$ cat src/rtl/prio_enc_pkg.sv
// Shared types and helpers for the registered priority event encoder.
package prio_enc_pkg;

  localparam int unsigned MaxChan = 256;

  typedef enum int unsigned {
    PRIO_LOW  = 0,
    PRIO_HIGH = 1
  } prio_mode_e;

  typedef enum int unsigned {
    CAP_LEVEL = 0,
    CAP_EDGE  = 1
  } cap_mode_e;

  // Indices at or beyond n produce an all-zero vector.
  function automatic logic [MaxChan-1:0] onehot(input int unsigned idx, input int unsigned n);
    logic [MaxChan-1:0] v;
    v = '0;
    if (idx < n && idx < MaxChan) v[idx] = 1'b1;
    return v;
  endfunction

endpackage

$ cat src/rtl/prio_sel.sv
// Combinational priority select: reports whether any bit is set and the winning index.
module prio_sel #(
  parameter int unsigned N         = 8,
  parameter int unsigned PRIO_HIGH = 1,
  localparam int unsigned W        = $clog2(N)
) (
  input  logic [N-1:0] vec,
  output logic         any,
  output logic [W-1:0] idx
);

  always_comb begin
    any = |vec;
    idx = '0;
    // Scan towards the winning end so the last hit overwrites earlier ones.
    if (PRIO_HIGH == prio_enc_pkg::PRIO_HIGH) begin
      for (int i = 0; i < int'(N); i++) begin
        if (vec[i]) idx = W'(i);
      end
    end else begin
      for (int i = int'(N) - 1; i >= 0; i--) begin
        if (vec[i]) idx = W'(i);
      end
    end
  end

endmodule

$ cat src/rtl/prio_event_encoder.sv
// Captures request lines into a pending register and grants one winner at a time
// through a valid/ready output register.
module prio_event_encoder #(
  parameter int unsigned N         = 8,
  parameter int unsigned EDGE      = 0,
  parameter int unsigned PRIO_HIGH = 1,
  localparam int unsigned W        = $clog2(N)
) (
  input  logic         clk,
  input  logic         rst_n,
  input  logic [N-1:0] req_i,
  input  logic [N-1:0] mask_i,
  output logic         out_valid,
  input  logic         out_ready,
  output logic [W-1:0] out_idx,
  output logic [N-1:0] pending_o,
  output logic         ovf_o
);

  import prio_enc_pkg::onehot;
  import prio_enc_pkg::CAP_EDGE;

  logic [N-1:0] req_q;
  logic [N-1:0] pending_q, pending_d;
  logic [N-1:0] capture, clr, elig;
  logic         out_valid_q, out_valid_d;
  logic [W-1:0] out_idx_q, out_idx_d;
  logic         ovf_q, ovf_d;
  logic         out_acc;
  logic         sel_any;
  logic [W-1:0] sel_idx;

  prio_sel #(
    .N         (N),
    .PRIO_HIGH (PRIO_HIGH)
  ) u_sel (
    .vec (elig),
    .any (sel_any),
    .idx (sel_idx)
  );

  always_comb begin
    capture   = (EDGE == CAP_EDGE) ? (req_i & ~req_q) : req_i;
    out_acc   = out_valid_q & out_ready;
    clr       = out_acc ? N'(onehot(32'(out_idx_q), N)) : '0;
    // A fresh capture on the same bit wins over the accept clear.
    pending_d = (pending_q & ~clr) | capture;
    elig      = pending_q & ~mask_i & ~clr;
    ovf_d     = (EDGE == CAP_EDGE) ? |(capture & pending_q & ~clr) : 1'b0;

    out_valid_d = out_valid_q;
    out_idx_d   = out_idx_q;
    // Stalled grants are never retracted or replaced.
    if (!out_valid_q || out_acc) begin
      out_valid_d = sel_any;
      out_idx_d   = sel_any ? sel_idx : '0;
    end
  end

  always_ff @(posedge clk or negedge rst_n) begin
    if (!rst_n) begin
      req_q       <= '0;
      pending_q   <= '0;
      out_valid_q <= 1'b0;
      out_idx_q   <= '0;
      ovf_q       <= 1'b0;
    end else begin
      req_q       <= req_i;
      pending_q   <= pending_d;
      out_valid_q <= out_valid_d;
      out_idx_q   <= out_idx_d;
      ovf_q       <= ovf_d;
    end
  end

  assign out_valid = out_valid_q;
  assign out_idx   = out_idx_q;
  assign pending_o = pending_q;
  assign ovf_o     = ovf_q;

endmodule
$ cat config.mk
export PLATFORM = sky130hd
export DESIGN_NAME = prio_event_encoder
export DESIGN_NICKNAME = d
export VERILOG_FILES = /design/src/rtl/prio_enc_pkg.sv /design/src/rtl/prio_sel.sv /design/src/rtl/prio_event_encoder.sv
export SDC_FILE = /design/constraint.sdc
export NUM_CORES = 1
export LEC_CHECK = 0
export CAP_MARGIN = 10
export CORE_MARGIN = 2
export CORE_UTILIZATION = 37
export DETAILED_ROUTE_END_ITERATION = 10
export PLACE_DENSITY = 0.78
export SETUP_SLACK_MARGIN = 0.15
export SLEW_MARGIN = 0
export SYNTH_ARGS = -nofsm -noshare
export SYNTH_HDL_FRONTEND = slang
export SYNTH_SLANG_ARGS = --single-unit
export TNS_END_PERCENT = 100
$ cat constraint.sdc
create_clock -name clk -period 2 [get_ports clk]
set_input_delay 0.4 -clock clk [delete_from_list [all_inputs] [get_ports clk]]
set_output_delay 0.4 -clock clk [all_outputs]
set_load 0.005 [all_outputs]
# Word-level counts from Yosys, hierarchy flattened
# Cells that the tools add are included.
[classes]
n_lt_le_gt_ge = 2
reduce_logical = 4
bitwise = 7
n_mux = 11
[op_table]
columns = ["op", "n"]
rows = [
  ["8-bit AND", 3],
  ["8-bit NOT", 2],
  ["3-bit 2-to-1 mux", 5],
  ["3-bit by 9-bit less-than comparator with 1-bit output (second input constant)", 1],
  ["8-bit 2-to-1 mux", 1],
  ["8-bit OR", 1],
  ["8-bit OR reduction", 1],
  ["2-bit 2-to-1 mux", 2],
  ["1-bit demux with 3-bit select", 1],
  ["3-bit by 1-bit >= comparator with 1-bit output (second input constant)", 1],
  ["1-bit 2-to-1 mux", 2],
  ["1-bit AND", 1],
  ["1-bit logical AND", 1],
  ["1-bit logical NOT", 1],
  ["1-bit logical OR", 1],
]
[word_totals]
inputBits = 19
regBits = 12
word_cells = 27
out_inout_bits = 13

# Longest topological paths before layout
[logic_depth]
ltp_word = 15
ltp_mapped = 5
ltp_nobuf = 5

# Hierarchy
# From an unflattened synthesis, not the netlist that was laid out.
[hier_totals]
hier_cells = 86
area_unflattened_um2 = 725.7
[by_module_without_submodules]
columns = ["module", "n_inst", "cells_per_inst", "area_each_um2", "seq_area_each_um2"]
rows = [
  ["prio_event_encoder", 1, 74, 659.4, 300.3],
  ["prio_sel", 1, 12, 66.3, 0.0],
]

# Least setup slack after synthesis
# No wires, ideal clock.
[synth_path]
kind = "flip-flop to flip-flop"
start = "register out_idx_q[0], in the netlist out_idx[0]"
end = "register out_valid_q, in the netlist out_valid"
arrival_time_ns = 1.519
path_buffers = 0
setup_ns = 0.138
stages_incl_launch_ff = 6
required_ns = 1.862
slack_ns = 0.343
period_less_slack_ns = 1.657
cell_sequence = "dfrtp_1 > nand2b_1 > o21ai_2 > o22a_2 > o221ai_2 > or4b_1"
[synth_between]
elab_chain_len = 8
elab_cells_between_ends = 9
cone_classes = "order compare: 2; mux: 3; bitwise: 2; reduce/logical: 2"
[synth_lines]
columns = ["element", "line_no", "text"]
rows = [
  ["start: declaration", "prio_event_encoder.sv:27", "logic [W-1:0] out_idx_q, out_idx_d;"],
  ["start signal: assignment", "prio_event_encoder.sv:71", "out_idx_q <= out_idx_d;"],
  ["3-bit by 9-bit less-than comparator with 1-bit output (implied by the code) or 3-bit by 1-bit >= comparator with 1-bit output (tied branches)", "prio_enc_pkg.sv:20", "if (idx < n && idx < MaxChan) v[idx] = 1'b1;"],
  ["1-bit logical AND (implied by the code)", "prio_enc_pkg.sv:20", ""],
  ["1-bit 2-to-1 mux (implied by the code)", "prio_enc_pkg.sv:20", ""],
  ["1-bit demux with 3-bit select (*)", "prio_enc_pkg.sv:20", ""],
  ["8-bit 2-to-1 mux (*)", "prio_event_encoder.sv:45", "clr = out_acc ? N'(onehot(32'(out_idx_q), N)) : '0;"],
  ["8-bit NOT (*)", "prio_event_encoder.sv:48", "elig = pending_q & ~mask_i & ~clr;"],
  ["8-bit AND (*)", "prio_event_encoder.sv:48", ""],
  ["8-bit OR reduction (*)", "prio_sel.sv:13", "any = |vec;"],
  ["end signal: assignment", "prio_event_encoder.sv:70", "out_valid_q <= out_valid_d;"],
  ["end: declaration", "prio_event_encoder.sv:26", "logic out_valid_q, out_valid_d;"],
]
# Every way passes the cells marked *; elsewhere a longest branch is shown, timed or not.
# A chain may end at the register's enable or synchronous reset.

# Final worst setup path
# Ends and elaborated chain as after synthesis.

==> run summary <==
status: finished clean
CP required: 2.15 ns
remaining global-route overflow: 0
dpl ws: -0.1790 ns
Worst-path clk slew: 0.08 ns
CP Class: flip-flop to flip-flop
min cycle time layout: 1.764 ns
Vias: 612
Worst slew margin: 62.88%
H-tree Lvls: 1
Die Ht: 44.50 microns
DRC Markers: 0
Final Hold Viols: 0
Die ar.: 1980 sq um
Routed WL: 1.692 mm
VDD IR max: 0.4415 mV
Setup Skew: 0.003464 ns
Cell variety after synth: 24
Via density: 5.416
initial core utilization: 39.82%
fmax: 0.5670 GHz
Clock Sinks: 12
Routability Congestion: 0.8414
Crit Path Max Fanout: 8
most frequent cells in the layout: 29 x clkdlybuf4s50_1, 10 x nand2b_1, 10 x dfrtp_1, 10 x buf_4, 4 x o21ai_2
most common cell after layout, fill and taps aside: clkdlybuf4s50_1
first-pass GRT wire length: 2.635 mm
drt pass-1 iters: 4
CTS buffer count: 3
Syn Area/Cell: 11.24 sq um
Crit. End Element: flip-flop
worst-margin pin slew: 0.5550 ns
CTS root buffer: clkbuf_4
die width: 44.50 microns
Hold Crit Class: primary input to asynchronous set/reset pin
Post-CTS Setup Bufs: 0
initial DRC count: 13
Avg WL per Cell: 14.97 microns
Net Count, Synth: 73
Worst-Skew Late Latency: 0.27 ns
total power after layout: 0.8124 mW
Slew Viols, Final: 0
Synth warnings: 0
register area share after synthesis: 49.48%
GRT Util Overall: 18.36%
Layout Utilization: 69.13%
I/O pins: 32
netlist area before placement: 606.8 sq um
port buffer count: 30
Crit path arrival time: 1.91 ns
fin worst setup slack: 0.2362 ns
Final Setup Violations: 0
antenna cell count: 0
share of layout cells above drive strength 1: 27.84%
Antenna Nets Post-Route: 0
vias in the first global route: 614
CTS tree: done
maximum root-to-sink buffer count: 2
power per standard cell area: 771.1 nW/um^2
flops & latches, synth: 12
Layout area overhead: 73.61%
row count: 14
max_cap viols: 0
RSZ-0062 raised after global routing: false
core footprint: 1524 sq um
pin count of the biggest net entering global routing: 13
Leak: 0.4127 nW
startpoint types: flip-flop
initial antenna violation count: 0
Layout Nets: 117
post-route clock period utilization: 88.19%
Cells after Synth: 54
Fin Setup TNS: 0 ns
[path summary, 6_finish.rpt]
check,end,depth (start not counted),slack [ns],from
hold / removal,pending_o[2],1,0.48,rst_n
hold reg to reg,pending_o[0],3,0.64,pending_o[0]
setup / recovery,out_valid,5,0.24,out_idx[0]
min in group clk,pending_o[0],3,0.64,pending_o[0]
max in group asynchronous,out_idx[0],1,1.12,rst_n
setup reg to reg,out_valid,5,0.24,out_idx[0]
[layout make-up]
cell class | instances | area, sq um
clock buffers | 4 | 36.28
fillers | 108 | 470.5
inverters | 2 | 7.507
multi-input cells | 39 | 312.8
flip-flops and latches | 12 | 302.8
well taps | 16 | 20.02
repair buffers | 40 | 374.1
[Yosys cell counts, drive strengths merged]
cell    number  share of area, %
a31oi        1               1.0
buf          1               1.2
conb         1              0.62
dfrtp       12                49
inv          2               1.2
mux2         2               3.7
nand2        1              0.62
nand2b      10                10
nand3        1               1.6
nand3b       1               1.2
nor2         1              0.62
o211a        1               1.6
o21ai        7               7.6
o221ai       2               3.9
o22a         1               1.6
o22ai        3               3.1
o311a        1               1.6
o31ai        2               2.5
o32a         2               3.3
or2b         1               1.2
or4b         1               1.6
[repair_timing]
item,4_1_cts,5_1_grt
hold buffers,0,0
hold endpoints to repair,0,0
resized for setup,6,2
pin swaps,2,0
gates cloned,0,0
setup endpoints to repair,1,1
[per-layer routing]
layer  track usage [%]  vias to the layer above  share of wire [%]
li1                  -                      296                  -
met1             23.98                      286                 44
met2             29.57                       28                 49
met3             3.673                        2                5.5
met4             7.273                        0                1.0
met5                 0                        -                  0
[critical path: stages (launching register included)]
cell      delay, ns
dfrtp_2        0.47
nand2b_1       0.24
o21ai_2        0.16
o22a_2         0.18
o221ai_2       0.09
or4b_1         0.51
[report_power, final]
group	internal [mW]	switching [mW]
Clock	0.111	0.0833
Sequential	0.274	0.0441
Combinational	0.181	0.119
Total	0.566	0.247
[sequential cells by signal, indices dropped and copies added (netlist names)]
register and count:
out_idx 3, out_valid 1, pending_o 8
[per-stage QoR]
stage	instance area, sq um	hold slack, ns	cells
floorplan	606.8	0.1044	54
global placement	994.7	0.6101	109
detailed placement	994.7	0.6106	109
CTS	1051	0.4947	113
global route	1054	0.5095	113
finish	1054	0.4814	113
[cell families after synthesis]
| logic type | synth area share (%) |
|---|---|
| AOI/OAI and AO/OA | 26.39 |
| and+or+nand+nor | 17.32 |
| DFF | 49.48 |
| buffers and inverters | 2.475 |
| muxes | 3.711 |
| other | 0.6180 |
(Power assumes the default switching activity.)
